**src/rtl/debug_leds_pkg.sv**
```systemverilog
// Shared definitions for debug_leds: register map, reset values and bus FSM states.
package debug_leds_pkg;

  localparam int PWM_WIDTH = 8;

  typedef enum logic [1:0] {
    LED_VALUE_ADDR  = 2'd0,
    BLINK_MASK_ADDR = 2'd1,
    BRIGHTNESS_ADDR = 2'd2,
    RESERVED_ADDR   = 2'd3
  } reg_addr_e;

  typedef enum logic {
    BUS_IDLE = 1'b0,
    BUS_ACK  = 1'b1
  } bus_state_e;

  localparam logic [7:0]           LED_VALUE_RST  = 8'h00;
  localparam logic [7:0]           BLINK_MASK_RST = 8'h00;
  localparam logic [PWM_WIDTH-1:0] BRIGHTNESS_RST = 8'hFF;

endpackage

```
**src/rtl/debug_leds_if.sv**
```systemverilog
// Wishbone bus bundle shared by the LED peripheral and whoever drives it.
// Handshake: an access is taken when cyc_i && stb_i && !ack_o; ack_o pulses for one
// cycle on the next clock, dat_o is valid only while ack_o is high and 0 otherwise.
interface wishbone;
  logic        clk_i;
  logic        rst_i;
  logic        cyc_i;
  logic        stb_i;
  logic        we_i;
  logic [1:0]  adr_i;
  logic [31:0] dat_i;
  logic [31:0] dat_o;
  logic        ack_o;

  modport peripheral (
    input  clk_i, rst_i, cyc_i, stb_i, we_i, adr_i, dat_i,
    output dat_o, ack_o
  );

  modport controller (
    input  clk_i, rst_i, dat_o, ack_o,
    output cyc_i, stb_i, we_i, adr_i, dat_i
  );
endinterface

```
**src/rtl/debug_leds_pwm.sv**
```systemverilog
// led_pwm: free-running 8-bit PWM counter and brightness comparator.
// Only built when DEBUG_LEDS_PWM_EN is defined.
`ifdef DEBUG_LEDS_PWM_EN
module led_pwm
  import debug_leds_pkg::*;
(
  input  logic                 clk,
  input  logic                 rst,
  input  logic [PWM_WIDTH-1:0] brightness,
  output logic                 pwm_on
);

  logic [PWM_WIDTH-1:0] pwm_cnt;

  always_ff @(posedge clk or posedge rst) begin
    if (rst) pwm_cnt <= '0;
    else     pwm_cnt <= pwm_cnt + 1'b1;
  end

  // Full scale is forced on so 8'hFF never shows the one-cycle gap of the compare.
  assign pwm_on = (brightness == '1) || (pwm_cnt < brightness);

endmodule
`endif

```
**src/rtl/debug_leds.sv**
```systemverilog
// debug_leds: Wishbone LED peripheral with blink mask and, when DEBUG_LEDS_PWM_EN
// is defined, a PWM brightness register at address 2.
module debug_leds
  import debug_leds_pkg::*;
#(
  parameter int NUM_LEDS     = 8,
  parameter int BLINK_PERIOD = 5
) (
  wishbone.peripheral         wb,
  output logic [NUM_LEDS-1:0] leds,
  output bus_state_e          bus_state
);

  localparam int BW = (BLINK_PERIOD > 1) ? $clog2(BLINK_PERIOD) : 1;
  localparam logic [BW-1:0] BLINK_LAST = BW'(BLINK_PERIOD - 1);

  logic                clk;
  logic                rst;
  logic                accept;
  logic                wr_en;
  logic [31:0]         rd_data;
  logic [NUM_LEDS-1:0] led_value;
  logic [NUM_LEDS-1:0] blink_mask;
  logic [BW-1:0]       blink_cnt;
  logic                blink_phase;
  logic                pwm_on;
  logic                unused_dat;

  assign clk        = wb.clk_i;
  assign rst        = wb.rst_i;
  assign accept     = wb.cyc_i && wb.stb_i && !wb.ack_o;
  assign wr_en      = accept && wb.we_i;
  assign unused_dat = ^wb.dat_i[31:NUM_LEDS];

`ifdef DEBUG_LEDS_PWM_EN
  logic [PWM_WIDTH-1:0] brightness;

  always_ff @(posedge clk or posedge rst) begin
    if (rst)
      brightness <= BRIGHTNESS_RST;
    else if (wr_en && reg_addr_e'(wb.adr_i) == BRIGHTNESS_ADDR)
      brightness <= wb.dat_i[PWM_WIDTH-1:0];
  end

  led_pwm u_led_pwm (
    .clk        (clk),
    .rst        (rst),
    .brightness (brightness),
    .pwm_on     (pwm_on)
  );
`else
  assign pwm_on = 1'b1;
`endif

  always_comb begin
    rd_data = '0;
    case (reg_addr_e'(wb.adr_i))
      LED_VALUE_ADDR:  rd_data[NUM_LEDS-1:0] = led_value;
      BLINK_MASK_ADDR: rd_data[NUM_LEDS-1:0] = blink_mask;
`ifdef DEBUG_LEDS_PWM_EN
      BRIGHTNESS_ADDR: rd_data[PWM_WIDTH-1:0] = brightness;
`endif
      default:         rd_data = '0;
    endcase
  end

  // Bus FSM: the write lands on the accepting edge, ack_o follows for one cycle.
  always_ff @(posedge clk or posedge rst) begin
    if (rst) begin
      bus_state  <= BUS_IDLE;
      wb.ack_o   <= 1'b0;
      wb.dat_o   <= '0;
      led_value  <= LED_VALUE_RST[NUM_LEDS-1:0];
      blink_mask <= BLINK_MASK_RST[NUM_LEDS-1:0];
    end else begin
      case (bus_state)
        BUS_IDLE: begin
          if (accept) begin
            bus_state <= BUS_ACK;
            wb.ack_o  <= 1'b1;
            wb.dat_o  <= wb.we_i ? '0 : rd_data;
            if (wb.we_i) begin
              case (reg_addr_e'(wb.adr_i))
                LED_VALUE_ADDR:  led_value  <= wb.dat_i[NUM_LEDS-1:0];
                BLINK_MASK_ADDR: blink_mask <= wb.dat_i[NUM_LEDS-1:0];
                default: ;
              endcase
            end
          end
        end
        BUS_ACK: begin
          bus_state <= BUS_IDLE;
          wb.ack_o  <= 1'b0;
          wb.dat_o  <= '0;
        end
        default: begin
          bus_state <= BUS_IDLE;
          wb.ack_o  <= 1'b0;
          wb.dat_o  <= '0;
        end
      endcase
    end
  end

  always_ff @(posedge clk or posedge rst) begin
    if (rst) begin
      blink_cnt   <= '0;
      blink_phase <= 1'b0;
    end else if (blink_cnt == BLINK_LAST) begin
      blink_cnt   <= '0;
      blink_phase <= ~blink_phase;
    end else begin
      blink_cnt   <= blink_cnt + 1'b1;
    end
  end

  always_ff @(posedge clk or posedge rst) begin
    if (rst) leds <= '0;
    else     leds <= (led_value & ~(blink_mask & {NUM_LEDS{blink_phase}})) & {NUM_LEDS{pwm_on}};
  end

endmodule

```
**src/flat_wrapper.sv**
```systemverilog
// flat-port wrapper written by rule: the top's interface ports become plain ports
module debug_leds_flat import debug_leds_pkg::*;
#(
  parameter int NUM_LEDS     = 8,
  parameter int BLINK_PERIOD = 5
)
  (leds, bus_state, wb_clk_i, wb_rst_i, wb_cyc_i, wb_stb_i, wb_we_i, wb_adr_i, wb_dat_i, wb_dat_o, wb_ack_o);
  wishbone wb_i ();
  output logic [NUM_LEDS-1:0] leds;
  output bus_state_e bus_state;
  input wire logic [$bits(wb_i.clk_i)-1:0] wb_clk_i;
  input wire logic [$bits(wb_i.rst_i)-1:0] wb_rst_i;
  input wire logic [$bits(wb_i.cyc_i)-1:0] wb_cyc_i;
  input wire logic [$bits(wb_i.stb_i)-1:0] wb_stb_i;
  input wire logic [$bits(wb_i.we_i)-1:0] wb_we_i;
  input wire logic [$bits(wb_i.adr_i)-1:0] wb_adr_i;
  input wire logic [$bits(wb_i.dat_i)-1:0] wb_dat_i;
  output wire logic [$bits(wb_i.dat_o)-1:0] wb_dat_o;
  output wire logic [$bits(wb_i.ack_o)-1:0] wb_ack_o;
  assign wb_i.clk_i = wb_clk_i;
  assign wb_i.rst_i = wb_rst_i;
  assign wb_i.cyc_i = wb_cyc_i;
  assign wb_i.stb_i = wb_stb_i;
  assign wb_i.we_i = wb_we_i;
  assign wb_i.adr_i = wb_adr_i;
  assign wb_i.dat_i = wb_dat_i;
  assign wb_dat_o = wb_i.dat_o;
  assign wb_ack_o = wb_i.ack_o;
  debug_leds #(.NUM_LEDS(NUM_LEDS), .BLINK_PERIOD(BLINK_PERIOD)) u_core (.wb(wb_i), .leds(leds), .bus_state(bus_state));
endmodule
```
**config.mk**
```make
export PLATFORM = sky130hd
export DESIGN_NAME = debug_leds_flat
export DESIGN_NICKNAME = d
export VERILOG_FILES = /design/src/rtl/debug_leds_pkg.sv /design/src/rtl/debug_leds_if.sv /design/src/rtl/debug_leds_pwm.sv /design/src/rtl/debug_leds.sv /design/src/flat_wrapper.sv
export SDC_FILE = /design/constraint.sdc
export NUM_CORES = 1
export LEC_CHECK = 0
export BUFFER_PORTS_ARGS = -buffer_cell sky130_fd_sc_hd__buf_2
export CAP_MARGIN = 10
export CORE_MARGIN = 2
export CORE_UTILIZATION = 49
export CTS_CLUSTER_SIZE = 20
export DETAILED_ROUTE_END_ITERATION = 7
export GPL_TIMING_DRIVEN = 0
export PLACE_DENSITY_LB_ADDON = 0.3
export SLEW_MARGIN = 30
export SYNTH_ARGS = -nofsm -noshare
export SYNTH_HDL_FRONTEND = slang
export SYNTH_SLANG_ARGS = --single-unit
```
**constraint.sdc**
```tcl
create_clock -name wb_clk_i -period 4.1 [get_ports wb_clk_i]
set_clock_uncertainty 0.1 [all_clocks]
set_input_delay 0.41 -clock wb_clk_i [delete_from_list [all_inputs] [get_ports wb_clk_i]]
set_output_delay 0.41 -clock wb_clk_i [all_outputs]
set_load 0.01 [all_outputs]
```
==> qor.yml <==
status: "finished clean"
dieArea_um2: 3960
fmax_ghz: 0.649
yosysSeqAreaShare_pct: 55.8
cts_tree: "built"
slew_violations: 0
grt_max_degree: 39
place_hpwl_mm: 2.06
drt_iter0_markers: 34
final-hold-violation-count: 0
syn-instance-count: 125
avgSynthCellArea_um2: 13.6
timing.rr.start: "u_core.wb.ack_o$_DFFE_PP0P_"
yosys_warnings: 0
post_cts_resized: 0
grt_overflow: 0
p_total_mw: 0.832
wl_per_cell_um: 12.5
worst_ep_arrival_time_ns: 1.67
crit_chain: "and3b_1, buf_6, nand4b_4, mux2_2"
finalSetupTns_ns: 0
cts_root_buffer: "clkbuf_4"
setup_viol: 0
io_pins: 81
switching_power_mw: 0.226
ys_ff_latch: 38
cellLeakagePower_nw: 1.15
first_global_vias: 1071
die_w_um: 63.0
cp_top_family: "simple AND/OR/NAND/NOR gates"
layout_commonest_cell: "dfrtp_1"
maxCapViolCount: 0
n_fill_cell: 277
period_needed_ns: 1.54
gp_congestion: 0.696
max_slew_margin_pct: 49.2
clkPwrFrac_pct: 23.8
tightest_slew_ns: 0.762
start_util_pct: 51.0
ant_nets: 0
vias: 1070
post-cts-setup-buffer-count: 0
cts_max_level: 2
final_util_pct: 61.8
path_clk_slew_ns: 0.10
insertion_delay_ns: 0.33
crit_slowest_cell: "dfrtp_1"
grt_pass1_wl_mm: 4.72
synth.largest_area_cell: "dfrtp_1"
rows: 21
required_ns: 4.23
cp-end-kind: "flop"
yosysUniqueCellTypes: 22
p_int_mw: 0.606
grt_usage_pct: 15.7
dr.pass1.iters: 4
cts_sinks: 38
p_per_area_nw_per_um2: 404
synthTopCellsByArea: "dfrtp_1 (56%), mux2_2 (11%), buf_4 (11%)"
via_per_inst: 4.59
r2r_cells: 4
antenna_found_initial: 0
peakVddDrop_mv: 0.305
critical_path_buf_inv_count: 1
nets: 227
drc: 0
layout_common_cells: "dfrtp_1 (38), buf_2 (32), buf_4 (24), conb_1 (24), mux2_2 (17)"
clockBufferDepth: 2
startpoint_type: "flop"
seqPwrFrac_pct: 56.4
rsz0062_at_grt: "false"
syn2layout_area_growth_pct: 21.1
slowest_delay_ns: 0.41
diodes: 0
reg2reg_slack_ns: 2.56
worst-path-max-fanout: 8
ctsHoldBuffers: 0
io_buffer_count: 31
sw_frac_of_total_pct: 27.1
die_height_um: 63.0
p_comb_share_pct: 19.8
rr_endpoint: "u_core.led_value[2]$_DFFE_PP0P_"
criticalPathCategory: "reg -> reg"
synth_top_cell_area_share_pct: 55.8
syn_area_um2: 1700
drive_gt1_share_pct: 46.0
fin_crit_sh_pct: 37.6
wl_mm: 2.92
core_um2: 3340
hp-class: "in -> async"
numCtsBuffers: 5
==> metrics by stage <==
stage / instances / instance area (µm²) / hold WS (ns) / worst slack (ns)
global route: 233 / 2060 / 0.159 / 2.49
floorplan: 148 / 1790 / 0.327 / 2.66
detailed placement: 225 / 2000 / 0.358 / 2.50
global placement: 225 / 2000 / 0.339 / 2.32
finish: 233 / 2060 / 0.0992 / 2.56
CTS: 233 / 2060 / 0.121 / 2.55
==> synth_stat cells, drive strengths merged <==
cell type and n:
buf 26, a21oi 2, conb 1, nor2b 1
and3b 1, ha 2, clkbuf 1, a21boi 8
mux2i 8, nand2 1, inv 3, nand4 1
mux2 17, dfrtp 38, o2bb2ai 8, nand3b 1
nor2 4, nand4b 1, xnor2 1
==> worst reg2reg max path, stage by stage (launching register included) <==
cell,delay [ns]
dfrtp_1,0.41
and3b_1,0.24
buf_6,0.13
nand4b_4,0.22
mux2_2,0.34
==> registers in the layout, summed over array words and instances (netlist names) <==
signal	flops
u_core.bus_state	1
u_core.led_value	8
u_core.blink_phase	1
u_core.wb.dat_o	8
u_core.blink_cnt	3
u_core.wb.ack_o	1
u_core.blink_mask	8
u_core.leds	8
==> layout make-up <==
class,instances,area [µm²],area share [%]
plain buffers,27,200,9.71
clock buffers,7,55.1,2.67
clock inverters,1,5.00,0.243
inverters,3,11.3,0.546
multi-input cells,80,627,30.4
flip-flops and latches,38,951,46.1
well taps,46,57.6,2.79
repair buffers,31,155,7.52
==> how the worst max path moves through the flow <==
stage | startpoint | end | slack [ns] | cells past startpoint
after floorplan | wb_adr_i[0] | u_core.led_value[0]$_DFFE_PP0P_ | 2.66 | 3
after global placement | wb_rst_i | u_core.led_value[4]$_DFFE_PP0P_ | 2.32 | 2
after detailed placement | wb_adr_i[0] | u_core.led_value[0]$_DFFE_PP0P_ | 2.50 | 3
after CTS | u_core.wb.ack_o$_DFFE_PP0P_ | u_core.led_value[2]$_DFFE_PP0P_ | 2.55 | 4
after global routing | u_core.wb.ack_o$_DFFE_PP0P_ | u_core.led_value[0]$_DFFE_PP0P_ | 2.49 | 4
final | u_core.wb.ack_o$_DFFE_PP0P_ | u_core.led_value[2]$_DFFE_PP0P_ | 2.56 | 4
==> logic make-up (layout without fill, tap and decap cells) <==
kind of cell | count (synthesis) | count (layout) | synth area share, %
AO/OA/AOI/OAI | 18 | 18 | 8.23
other | 1 | 24 | 0.220
AND/OR/NAND/NOR | 10 | 10 | 5.36
XOR/XNOR | 1 | 1 | 0.514
flip-flops | 38 | 38 | 55.8
multiplexers | 25 | 25 | 15.9
buffers and inverters | 30 | 69 | 12.4
adder cells (fa/ha/maj) | 2 | 2 | 1.47
==> routing by layer <==
layer  part of all wire (%)  GRT usage (%)  routed length (µm)  vias up
met1                     42           17.6                1240      522
met5                      0              0                   0        -
met2                     50           27.4                1460       40
li1                       -              -                   -      504
met3                    6.9           6.49                 202        4
met4                   0.58           4.17                  17        0
==> power by group through the flow <==
stage / clock (mW) / sequential (mW) / combinational (mW)
floorplan: 0 / 0.483 / 0.104
global route: 0.220 / 0.477 / 0.182
global placement: 0 / 0.472 / 0.160
CTS: 0.205 / 0.469 / 0.167
finish: 0.198 / 0.470 / 0.165
detailed placement: 0 / 0.477 / 0.166
Note: power is estimated with default switching activity, not from simulation.
